## src/rtl/agen_issue_arbiter.sv

```systemverilog
// Round-robin arbiter sharing the single AGEN unit among NUM_REQ issue slots.
// The winner is held in a one-entry output register until the LSQ takes it.
// Work younger than a mispredicted branch is squashed both in the held slot
// and among incoming requests. Resolved checkpoint bits are cleared in flight.
module agen_issue_arbiter #(
  parameter int unsigned NUM_REQ     = 4,
  parameter int unsigned REQ_LOG     = 2,
  parameter int unsigned CHECKPOINTS = 4,
  parameter int unsigned CKPT_LOG    = 2
) (
  input  logic                           clk,
  input  logic                           reset,
  input  logic [NUM_REQ-1:0]             req_i,
  input  logic [NUM_REQ*CHECKPOINTS-1:0] reqMask_i,
  input  logic                           lsqReady_i,
  input  logic                           ctrlVerified_i,
  input  logic                           ctrlMispredict_i,
  input  logic [CKPT_LOG-1:0]            ctrlSMTid_i,
  output logic [NUM_REQ-1:0]             grant_o,
  output logic                           outValid_o,
  output logic [REQ_LOG-1:0]             outIdx_o,
  output logic [CHECKPOINTS-1:0]         outMask_o
);

  logic [REQ_LOG-1:0]     r_ptr;
  logic                   r_slotValid;
  logic [REQ_LOG-1:0]     r_slotIdx;
  logic [CHECKPOINTS-1:0] r_slotMask;

  logic                   w_kill;
  logic                   w_clr;
  logic [CHECKPOINTS-1:0] w_clrVec;
  logic [CHECKPOINTS-1:0] w_reqMask [NUM_REQ];
  logic [NUM_REQ-1:0]     w_elig;
  logic                   w_slotKill;
  logic                   w_outValid;
  logic                   w_drain;
  logic                   w_accept;
  logic                   w_found;
  logic [REQ_LOG-1:0]     w_winIdx;
  logic [NUM_REQ-1:0]     w_grant;

  assign w_kill = ctrlVerified_i & ctrlMispredict_i;
  assign w_clr  = ctrlVerified_i & ~ctrlMispredict_i;

  // One-hot of the resolved checkpoint bit, only when it resolved correctly.
  always_comb begin
    w_clrVec = '0;
    for (int unsigned c = 0; c < CHECKPOINTS; c++) begin
      w_clrVec[c] = w_clr & (ctrlSMTid_i == CKPT_LOG'(c));
    end
  end

  // Split the packed request masks and drop requests killed by a mispredict.
  always_comb begin
    w_elig = '0;
    for (int unsigned k = 0; k < NUM_REQ; k++) begin
      w_reqMask[k] = reqMask_i[k*CHECKPOINTS +: CHECKPOINTS];
      w_elig[k]    = req_i[k] & ~(w_kill & w_reqMask[k][ctrlSMTid_i]);
    end
  end

  // Held-slot squash is same-cycle, so a killed slot frees for a new winner.
  assign w_slotKill = w_kill & r_slotMask[ctrlSMTid_i];
  assign w_outValid = r_slotValid & ~w_slotKill;
  assign w_drain    = w_outValid & lsqReady_i;
  assign w_accept   = ~r_slotValid | w_drain | w_slotKill;

  // Rotating-priority search starting at the pointer; REQ_LOG-bit add wraps.
  always_comb begin
    logic [REQ_LOG-1:0] cand;
    cand     = '0;
    w_found  = 1'b0;
    w_winIdx = '0;
    for (int unsigned o = 0; o < NUM_REQ; o++) begin
      cand = r_ptr + REQ_LOG'(o);
      if (!w_found && w_elig[cand]) begin
        w_found  = 1'b1;
        w_winIdx = cand;
      end
    end
  end

  // Grant only when the output slot can take the op; gated off during reset.
  always_comb begin
    w_grant = '0;
    if (w_accept && w_found && !reset) begin
      w_grant[w_winIdx] = 1'b1;
    end
  end

  assign grant_o    = w_grant;
  assign outValid_o = w_outValid;
  assign outIdx_o   = r_slotIdx;
  assign outMask_o  = r_slotMask;

  // Output slot and round-robin pointer update.
  always_ff @(posedge clk or posedge reset) begin
    if (reset) begin
      r_ptr       <= '0;
      r_slotValid <= 1'b0;
      r_slotIdx   <= '0;
      r_slotMask  <= '0;
    end else if (w_accept && w_found) begin
      r_slotValid <= 1'b1;
      r_slotIdx   <= w_winIdx;
      r_slotMask  <= w_reqMask[w_winIdx] & ~w_clrVec;
      r_ptr       <= w_winIdx + REQ_LOG'(1);
    end else if (w_accept) begin
      r_slotValid <= 1'b0;
    end else begin
      r_slotMask  <= r_slotMask & ~w_clrVec;
    end
  end

endmodule

```

## config.mk

```make
export PLATFORM = sky130hd
export DESIGN_NAME = agen_issue_arbiter
export DESIGN_NICKNAME = d
export VERILOG_FILES = /design/src/rtl/agen_issue_arbiter.sv
export SDC_FILE = /design/constraint.sdc
export NUM_CORES = 1
export LEC_CHECK = 0
export CORE_UTILIZATION = 25
export DETAILED_ROUTE_END_ITERATION = 8
export GPL_TIMING_DRIVEN = 0
export HOLD_SLACK_MARGIN = 0.03
export PLACE_DENSITY = 0.6
export SLEW_MARGIN = 20
export SYNTH_ARGS = -nofsm -noshare
export SYNTH_HDL_FRONTEND = slang
export SYNTH_SLANG_ARGS = --single-unit
```

## constraint.sdc

```tcl
create_clock -name clk -period 6.2 [get_ports clk]
set_clock_uncertainty 0.05 [all_clocks]
set_input_delay 1.55 -clock clk [delete_from_list [all_inputs] [get_ports clk]]
set_output_delay 1.55 -clock clk [all_outputs]
set_load 0.03 [all_outputs]
```

==> reports/metrics.cfg, run 1 <==
[logic_synthesis]
synth-simple-area-share_pct=22.0
synth.area.top_cells=dfrtp_1 (23%), mux2i_1 (13%), ha_1 (5.1%), mux2_2 (4.6%), o221ai_2 (4.6%)
synth_compound_area_share_pct=22.1
synth_fa_ha_area_share_pct=5.12
synth_area_per_cell_um2=9.59
combinational_family_with_the_most_area_after_synthesis=compound AO/OA/AOI/OAI gates
yosysWarningCount=0
netlist-cell-type-count=41
ys_seq_elements=9
synth.largest_area_cell=dfrtp_1
synthMostInstantiatedCell=mux2i_1
synth_fp_nets=133
synth_async_sr_flop_share_pct=100
synth_ff_type=dfrtp_1
ys_seq_area_share_pct=23.0
yosys.area.top_type_share_pct=23.0
synth_enable_flop_cells=0
muxShareOfSynthArea_pct=20.6
synth_commonest_cells=mux2i_1 (13), dfrtp_1 (9), nor2_1 (6)
synth_area_um2=978
yosys.area_share.xor_xnor_pct=0
post_synth_inst_count=102

[final_layout]
area.sequential_um2=225
layout.cells.non_filler=190
nNetsFinal=174
area_used_by_multi_input_combinational_logic_um2=686
layout.filler_cells=371
area_growth_pct=48.8
num_antenna_cells=0
drive_above_1_share_pct=14.8

[power_and_ir_drop]
power.ir.vdd_worst_mv=0.134
internal_power_uw=264
p_leak_uw=0.000663
power.density_cell_area_mw_per_mm2=315
power.share.combinational_pct=62.6
p_clk_share_pct=14.6
p_sw_share_pct=42.5
power_share_of_the_sequential_group_pct=22.7
power.net_switching_uw=195

[critical_path]
critical-path-top-delay-family=buffers and inverters
cp.buffers_inverters=3
worst-endpoint-arrival_ps=4440
regToRegSetupSlack_ps=3940
critPathMostFrequentCell=clkdlybuf4s50_1
timing.critical_path.slowest_cell_delay_ps=630
crit-reg2reg-launch=r_ptr[1]
worst_setup_path_start_kind=input pin
worstPathMaxFanout=8
r2r-end=r_ptr[1]
timing.setup.critical_path_class=input pin to output port
cp_num_cells=9
crit_path_end=grant_o[0]
setup.worst_path.start=ctrlSMTid_i[0]
setup.worst_path.end_class=output port
crit_path_cell_trace=clkdlybuf4s50_1 -> nand3_2 -> o221ai_2 -> nor2_1 -> or4_1 -> buf_6 -> ha_1 -> and2_1 -> clkdlybuf4s50_1
worst_r2r_path_depth=8
timing.critical_path.slowest_stage_cell=clkdlybuf4s50_1
required_arrival_time_at_the_worst_endpoint_ps=4600

[timing]
final-max-slew-violation-count=0
rsz_0062_raised_after_global_routing=yes
final_min_period_over_clock_period_pct=97.4
fin_crit_ps=6040
fmax_mhz=166
whs_ps=438
final_hold_viol_count=0
final_worst_path_setup_slack_ps=162
finalSetupViolCount=0
tightestPinTransition_ps=379
relSlewSlack_pct=74.7

[cts]
ctsRootBufferMaster=clkbuf_8
htree_num_levels=1
tritoncts=built
buffer_depth_of_the_longest_clock_path=2
number_of_buffers_created_by_cts=3
numClockSinks=9
cts.repair_timing.setup_buffer_count=0
cts.repair.resized=0
hold_buffers=0
clkSlewWorstSetupHoldPaths_ps=40
clock_latency_on_the_worst_skew_pair_ps=230

[job]
cap_viol_max_count=0

[status]
run_status=completed

[drt]
drc_errors=0
drt.antenna.violating_nets=0
drt_wl_total_um=2840
drt-initial-drc-count=59
routedWlPerCell_um=14.9
route.detailed.vias_per_inst=5.09
detailroute.via_count=968
first_pass_iters=4

[global_routing]
grt_pass1_wl_um=4690
grt_max_degree=12
grt.total_usage_pct=14.6
grt.overflow.total=0
antenna_found_initial=0
first_global_vias=1004

[floorplanning]
fp.dieW_um=64.6
die_area_mm2=0.00417
placementRows=22
placeableCoreArea_mm2=0.00372
initial_core_util_pct=26.3
io_pins=38
die_height_um=64.6

[place]
io_buffers=36
gp_routability_congestion=0.819
numPlacedInstances=186
place_hpwl_um=2250
preCtsSetupSlack_ps=89.0

[worst_hold_path]
worst_hold_path_type=register to register

-- state kept, by name, indices dropped and copies added, names as in the netlist --
register,count
outMask_o,4
outIdx_o,2
r_ptr,2
r_slotValid,1
-- cells by family after synthesis --
kind of cell | count (synthesis)
flops | 9
mux | 18
fa+ha+maj | 4
simple gates | 33
compound gates | 28
buf+inv | 10
-- worst min-delay path by stage --
stage | startpoint | end | slack, ps | depth (start not counted)
2_1_floorplan | r_ptr[0] | r_ptr[0] | 500 | 2
3_3_place_gp | outIdx_o[1] | outIdx_o[1] | 430 | 1
3_5_place_dp | outIdx_o[1] | outIdx_o[1] | 430 | 1
4_1_cts | outIdx_o[1] | outIdx_o[1] | 450 | 1
5_1_grt | outIdx_o[1] | outIdx_o[1] | 480 | 1
6_report | outIdx_o[1] | outIdx_o[1] | 440 | 1
-- layout make-up --
| class | count | share of cell area [%] |
|---|---|---|
| buffer | 6 | 3.95 |
| clock buffer | 4 | 3.09 |
| inverter | 4 | 1.03 |
| multi-input combinational | 83 | 47.1 |
| sequential | 9 | 15.5 |
| tap | 48 | 4.12 |
| timing repair buffer | 36 | 25.3 |
-- layout by cell type, fill, tap and decap left out, types with 2 or more instances in the layout --
cell / n
nor2_1: 6
nand2_1: 3
o21ai_0: 5
clkbuf_8: 3
nand2b_1: 3
mux2_2: 4
buf_6: 2
and2_1: 4
a22oi_1: 3
clkdlybuf4s50_1: 33
clkbuf_1: 3
dfrtp_1: 9
o31ai_1: 3
inv_1: 4
ha_1: 4
a21oi_1: 4
nor3_1: 4
dlymetal6s2s_1: 3
nor3b_1: 2
o221ai_2: 3
mux2i_1: 13
-- power by group through the flow --
stage,clock [µW],combinational [µW],sequential (µW)
6_report,67.2,287,104
5_1_grt,73.5,313,108
4_1_cts,67.9,287,106
3_5_place_dp,0,285,106
3_3_place_gp,0,280,105
2_1_floorplan,0,148,139
-- stage by stage --
stage	util (%)	TNS (ps)	area (µm²)	total power, µW
3_5_place_dp	37.6	0	1400	390
4_1_cts	38.9	0	1440	461
5_1_grt	39.2	-23.9	1460	495
3_3_place_gp	37.6	0	1400	385
6_report	39.2	0	1460	459
2_1_floorplan	-	0	978	287
-- layer usage --
metal / GRT usage [%] / wire [µm]
met5: 0 / 0
met4: 5.83 / 38
met3: 3.52 / 250
met2: 23.7 / 1310
met1: 18.3 / 1240
Power figures use the tool's default switching activity.
==> inputs of run 2 (changes only) <==
--- a/config.mk
+++ b/config.mk
@@ -5,11 +5,11 @@
 export SDC_FILE = /design/constraint.sdc
 export NUM_CORES = 1
 export LEC_CHECK = 0
-export CORE_UTILIZATION = 25
+export CORE_UTILIZATION = 35
 export DETAILED_ROUTE_END_ITERATION = 8
 export GPL_TIMING_DRIVEN = 0
 export HOLD_SLACK_MARGIN = 0.03
-export PLACE_DENSITY = 0.6
+export PLACE_DENSITY = 0.75
 export SLEW_MARGIN = 20
 export SYNTH_ARGS = -nofsm -noshare
 export SYNTH_HDL_FRONTEND = slang
==> run 2 against run 1 <==
Sequential share of layout area up 0.48 points. Non-clock buffer count stayed put. Global-route usage is 5.6 points higher. Critical path depth stayed put. Critical endpoint unchanged. Utilization increased by 16 points. Largest cell class unchanged. Die area fell by 28%. Highest routed layer unchanged. Worst setup slack gained 32 ps. Worst hold slack worse by 5.5 ps. Combinational power about the same.
==> reports/metrics.cfg, run 2 (same netlist as run 1, synthesis figures left out) <==
[floorplanning]
fp.dieW_um=54.9  ; -15%
die_height_um=54.9  ; -15%
io_pins=38  ; unchanged
placeableCoreArea_mm2=0.00257  ; -31%
placementRows=18  ; -18%
die_area_mm2=0.00301  ; -28%
initial_core_util_pct=38.1  ; +12 points

[timing]
tightestPinTransition_ps=394  ; +14.4 ps
relSlewSlack_pct=73.8  ; -0.96 points
final_min_period_over_clock_period_pct=96.9  ; -0.52 points
fin_crit_ps=6010  ; -32.3 ps
setup_total_negative_slack_ps=0  ; unchanged
final_hold_viol_count=0  ; unchanged
fmax_mhz=167  ; +0.54%
final-max-slew-violation-count=0  ; unchanged
rsz_0062_raised_after_global_routing=no
finalSetupViolCount=0  ; unchanged

[cts]
htree_num_levels=1  ; unchanged
buffer_depth_of_the_longest_clock_path=2  ; unchanged
tritoncts=built
clkSlewWorstSetupHoldPaths_ps=60  ; +20 ps
ctsRootBufferMaster=clkbuf_4
number_of_buffers_created_by_cts=3  ; unchanged
cts.repair_timing.setup_buffer_count=0  ; unchanged
numClockSinks=9  ; unchanged
clock_latency_on_the_worst_skew_pair_ps=270  ; +40 ps

[final_layout]
most-common-layout-cells=clkdlybuf4s50_1 (34), mux2i_1 (13), dfrtp_1 (9), nor2_1 (6), o21ai_0 (5)
max_ffs_per_register=4  ; unchanged
num_antenna_cells=0  ; unchanged
area_growth_pct=44.4
leading_cell_type_in_the_layout_fill_and_taps_excluded=clkdlybuf4s50_1
drive_above_1_share_pct=14.8  ; unchanged
stdcell_area_mm2=0.00141  ; -3.0%
post-route-util_pct=55.0  ; +16 points
area_used_by_multi_input_combinational_logic_um2=686  ; unchanged
nNetsFinal=174  ; unchanged
layout.cells.non_filler=172  ; -9.5%
layout.filler_cells=240  ; -35%
area.sequential_um2=225  ; unchanged

[critical_path]
required_arrival_time_at_the_worst_endpoint_ps=4600  ; about the same
setup.worst_path.end_class=output port
timing.setup.critical_path_class=input pin to output port
worst-endpoint-arrival_ps=4410  ; -30 ps
worstPathMaxFanout=8  ; unchanged
worst_setup_path_start_kind=input pin

[power_and_ir_drop]
p_clk_share_pct=10.5  ; -4.1 points
report.power.total_uw=436  ; -5.0%
power.density_cell_area_mw_per_mm2=309  ; -2.1%
power.ir.vdd_worst_mv=0.197  ; +47%
power.net_switching_uw=192  ; -1.2%
internal_power_uw=243  ; -7.8%
p_leak_uw=0.000637  ; -3.8%
power.share.combinational_pct=65.7  ; +3.1 points
p_sw_share_pct=44.2  ; +1.7 points
power_share_of_the_sequential_group_pct=23.8  ; +1.1 points

[place]
place_hpwl_um=2130  ; -5.1%
io_buffers=36  ; unchanged
placedInstanceArea_mm2=0.00138  ; -1.6%
numPlacedInstances=168  ; -9.7%
gp_routability_congestion=0.767  ; -6.3%

[worst_hold_path]
worst_hold_path_type=register to register

[drt]
drt-initial-drc-count=15  ; -75%
route.detailed.vias_per_inst=5.66  ; +11%
drt_wl_total_um=2730  ; -3.9%
detailroute.via_count=974  ; +0.62%
drc_errors=0  ; unchanged
drt.antenna.violating_nets=0  ; unchanged
first_pass_iters=4  ; unchanged
routedWlPerCell_um=15.8  ; +6.1%

[job]
cap_viol_max_count=0  ; unchanged

[status]
run_status=completed

[global_routing]
grt_max_degree=12  ; unchanged
grt.overflow.total=0  ; unchanged
grt.total_usage_pct=20.2  ; +5.6 points
grt_pass1_wl_um=4230  ; -9.9%
antenna_found_initial=0  ; unchanged
first_global_vias=975  ; -2.9%

-- run 2: cell count changes in the layout (fill, tap and decap cells not counted) --
cell and delta:
clkbuf_8 -3, dlymetal6s2s_1 -1, buf_4 -1, clkbuf_4 +4
clkdlybuf4s50_1 +1
-- run 2: timing repair --
item                       in CTS  in global routing
setup endpoints to repair       0                  4
hold buffers                    0                  0
resized for setup               0                  4
-- run 2: per-layer routing --
metal,wire (µm),up-vias,track usage [%]
li1,-,473,-
met2,1270,43,34.9
met1,1220,455,25.2
met3,200,3,3.61
met4,29,0,5.56
met5,0,-,0
-- run 2: path summary, 6_finish.rpt --
check,start,end,slack [ps],cells after the start
worst max-delay path,ctrlSMTid_i[0],grant_o[0],190,9
min in group asynchronous,reset,r_ptr[1],1530,2
worst max register to register,r_ptr[1],outMask_o[3],3940,8
max in group asynchronous,reset,outMask_o[1],4320,2
worst min register to register,outIdx_o[1],outIdx_o[1],430,1
worst min-delay path,outIdx_o[1],outIdx_o[1],430,1
-- run 2: final cells by class --
cell class | instances | share of cell area (%)
multi-input cells | 83 | 48.5
repair buffers | 36 | 25.9
flip-flops and latches | 9 | 15.9
plain buffers | 6 | 4.07
well taps | 30 | 2.66
clock buffers | 4 | 1.86
inverters | 4 | 1.06
-- run 2: worst max-delay path, cell delays in order --
cell	delay [ps]
clkdlybuf4s50_1	540
nand3b_4	260
o221ai_2	330
nor3b_1	100
or4_1	530
buf_6	160
ha_1	200
and2_1	140
clkdlybuf4s50_1	590
-- run 2: power by group through the flow --
stage	clock (µW)	sequential, µW	combinational (µW)
final	45.6	104	286
after global routing	49.3	107	311
after CTS	47.3	104	285
after detailed placement	0	105	282
after global placement	0	105	278
after floorplan	0	139	148
-- run 2: through the flow --
step	hold WS, ps	worst slack, ps
finish	433	194
global route	451	13.7
CTS	437	120
detailed placement	419	142
global placement	418	143
floorplan	501	1070
==> inputs of run 3 (changes only) <==
==> constraint.sdc (replaced) <==
create_clock -name clk -period 6.2 [get_ports clk]
set_clock_uncertainty 0.05 [all_clocks]
set_input_delay 1.24 -clock clk [delete_from_list [all_inputs] [get_ports clk]]
set_output_delay 1.24 -clock clk [all_outputs]
set_load 0.03 [all_outputs]
==> run 3 against run 2 <==
Power down 0.59%. Worst hold slack about the same. Routed wire length shrank 1.5%. Utilization shrank 0.39 points. Final area fell by 0.71%. Worst setup slack gained 560 ps. Global-route usage did not move. Via count fell by 1.2%. Largest power group unchanged. Non-clock buffer count did not move.
==> reports/metrics.cfg, run 3 (same netlist as run 1, synthesis figures left out) <==
[status]
run_status=completed

[cts]
number_of_buffers_created_by_cts=3  ; unchanged
hold_buffers=0  ; unchanged
htree_num_levels=1  ; unchanged
clkSlewWorstSetupHoldPaths_ps=60  ; about the same
buffer_depth_of_the_longest_clock_path=2  ; unchanged
cts.repair.resized=0  ; unchanged
tritoncts=built
numClockSinks=9  ; unchanged
ctsRootBufferMaster=clkbuf_4
cts.repair_timing.setup_buffer_count=0  ; unchanged
clock_latency_on_the_worst_skew_pair_ps=270  ; about the same

[timing]
setup_total_negative_slack_ps=0  ; unchanged
fin_crit_ps=5450  ; -556 ps
final_min_period_over_clock_period_pct=87.9  ; -9.0 points
final-max-slew-violation-count=0  ; unchanged
relSlewSlack_pct=75.6  ; +1.8 points
rsz_0062_raised_after_global_routing=no
fmax_mhz=183  ; +10%
final_hold_viol_count=0  ; unchanged
tightestPinTransition_ps=366  ; -27.7 ps
finalSetupViolCount=0  ; unchanged

[critical_path]
r2r-end=outMask_o[3]
crit-reg2reg-launch=outMask_o[0]
worst-endpoint-arrival_ps=4160  ; -250 ps
worst_setup_path_start_kind=input pin
timing.setup.critical_path_class=input pin to output port
worstPathMaxFanout=8  ; unchanged
required_arrival_time_at_the_worst_endpoint_ps=4910  ; +310 ps
worst_r2r_path_depth=8  ; unchanged
setup.worst_path.end_class=output port
regToRegSetupSlack_ps=3860  ; -80 ps

[power_and_ir_drop]
power.density_cell_area_mw_per_mm2=309  ; +0.12%
p_clk_share_pct=10.5  ; about the same
power.net_switching_uw=191  ; -0.53%
internal_power_uw=242  ; -0.63%
power.share.combinational_pct=65.5  ; -0.2 points
p_leak_uw=0.000601  ; -5.7%
power_share_of_the_sequential_group_pct=24.0  ; +0.2 points
p_sw_share_pct=44.2  ; about the same
power.ir.vdd_worst_mv=0.197  ; about the same

[final_layout]
nNetsFinal=174  ; unchanged
leading_cell_type_in_the_layout_fill_and_taps_excluded=clkdlybuf4s50_1
max_ffs_per_register=4  ; unchanged
num_antenna_cells=0  ; unchanged
layout.cells.non_filler=172  ; unchanged
most-common-layout-cells=clkdlybuf4s50_1 (36), mux2i_1 (13), dfrtp_1 (9), nor2_1 (6), o21ai_0 (5)
area_growth_pct=43.4
drive_above_1_share_pct=14.1  ; -0.70 points

[global_routing]
first_global_vias=975  ; unchanged
antenna_found_initial=0  ; unchanged
grt.total_usage_pct=20.2  ; unchanged
grt_pass1_wl_um=4230  ; unchanged
grt_max_degree=12  ; unchanged
grt.overflow.total=0  ; unchanged

[floorplanning]
initial_core_util_pct=38.1  ; unchanged
placeableCoreArea_mm2=0.00257  ; unchanged
die_area_mm2=0.00301  ; unchanged
fp.dieW_um=54.9  ; unchanged
io_pins=38  ; unchanged
placementRows=18  ; unchanged
die_height_um=54.9  ; unchanged

[place]
gp_routability_congestion=0.767  ; unchanged
numPlacedInstances=168  ; unchanged
place_hpwl_um=2130  ; unchanged
io_buffers=36  ; unchanged

[worst_hold_path]
worst_hold_path_type=register to register
hold_crit_start=outIdx_o[1]
worst_hold_path_depth=1  ; unchanged
hold_end=outIdx_o[1]

[drt]
drc_errors=0  ; unchanged
routedWlPerCell_um=15.6  ; -1.5%
drt.antenna.violating_nets=0  ; unchanged
route.detailed.vias_per_inst=5.59  ; -1.2%
drt_wl_total_um=2680  ; -1.5%
detailroute.via_count=962  ; -1.2%
drt-initial-drc-count=14  ; -1
first_pass_iters=4  ; unchanged

[job]
cap_viol_max_count=0  ; unchanged

[run 3: worst max-delay path by stage]
stage / endpoint / start / slack [ps] / cells after the start
after floorplan: grant_o[0] / ctrlSMTid_i[0] / 1690 / 7
after global placement: grant_o[3] / ctrlSMTid_i[0] / 760 / 10
after detailed placement: grant_o[1] / ctrlSMTid_i[0] / 760 / 9
after CTS: grant_o[3] / ctrlSMTid_i[0] / 740 / 10
after global routing: grant_o[0] / ctrlSMTid_i[0] / 540 / 9
final: grant_o[3] / ctrlSMTid_i[0] / 750 / 10
[run 3: power groups by stage]
stage	sequential, µW	combinational, µW	clock (µW)
2_1_floorplan	139	148	0
3_3_place_gp	105	278	0
3_5_place_dp	105	282	0
4_1_cts	104	285	47.3
5_1_grt	107	309	49.3
6_report	104	284	45.6
[run 3: area by class of cell]
type                    count  area [µm²]
inverters                   4        15.0
well taps                  30        37.5
repair buffers             36         360
fillers                   242        1160
flip-flops and latches      9         225
clock buffers               4        26.3
plain buffers               6        55.1
multi-input cells          83         683
[run 3: per-layer routing]
metal | global-route usage [%] | vias up | share of wire, %
li1 | - | 473 | -
met1 | 25.2 | 443 | 46
met2 | 34.9 | 43 | 45
met3 | 3.61 | 3 | 7.7
met4 | 5.56 | 0 | 1.1
met5 | 0 | - | 0
[run 3: critical path: stages]
cell and delay [ps]:
clkdlybuf4s50_1 540, nand3b_4 260, o221ai_2 330, nor3b_1 100, or4_1 530, buf_6 160, inv_1 70, ha_1 140
and2_1 120, clkdlybuf4s50_1 660
[run 3: per-stage QoR]
stage / power (µW) / hold slack (ps) / worst slack [ps] / util, % / area [µm²]
global placement: 383 / 418 / 763 / 53.6 / 1380
CTS: 437 / 437 / 740 / 54.6 / 1400
global route: 465 / 451 / 539 / 54.6 / 1400
detailed placement: 387 / 419 / 762 / 53.6 / 1380
finish: 433 / 433 / 750 / 54.6 / 1400
floorplan: 287 / 501 / 1690 / - / 978
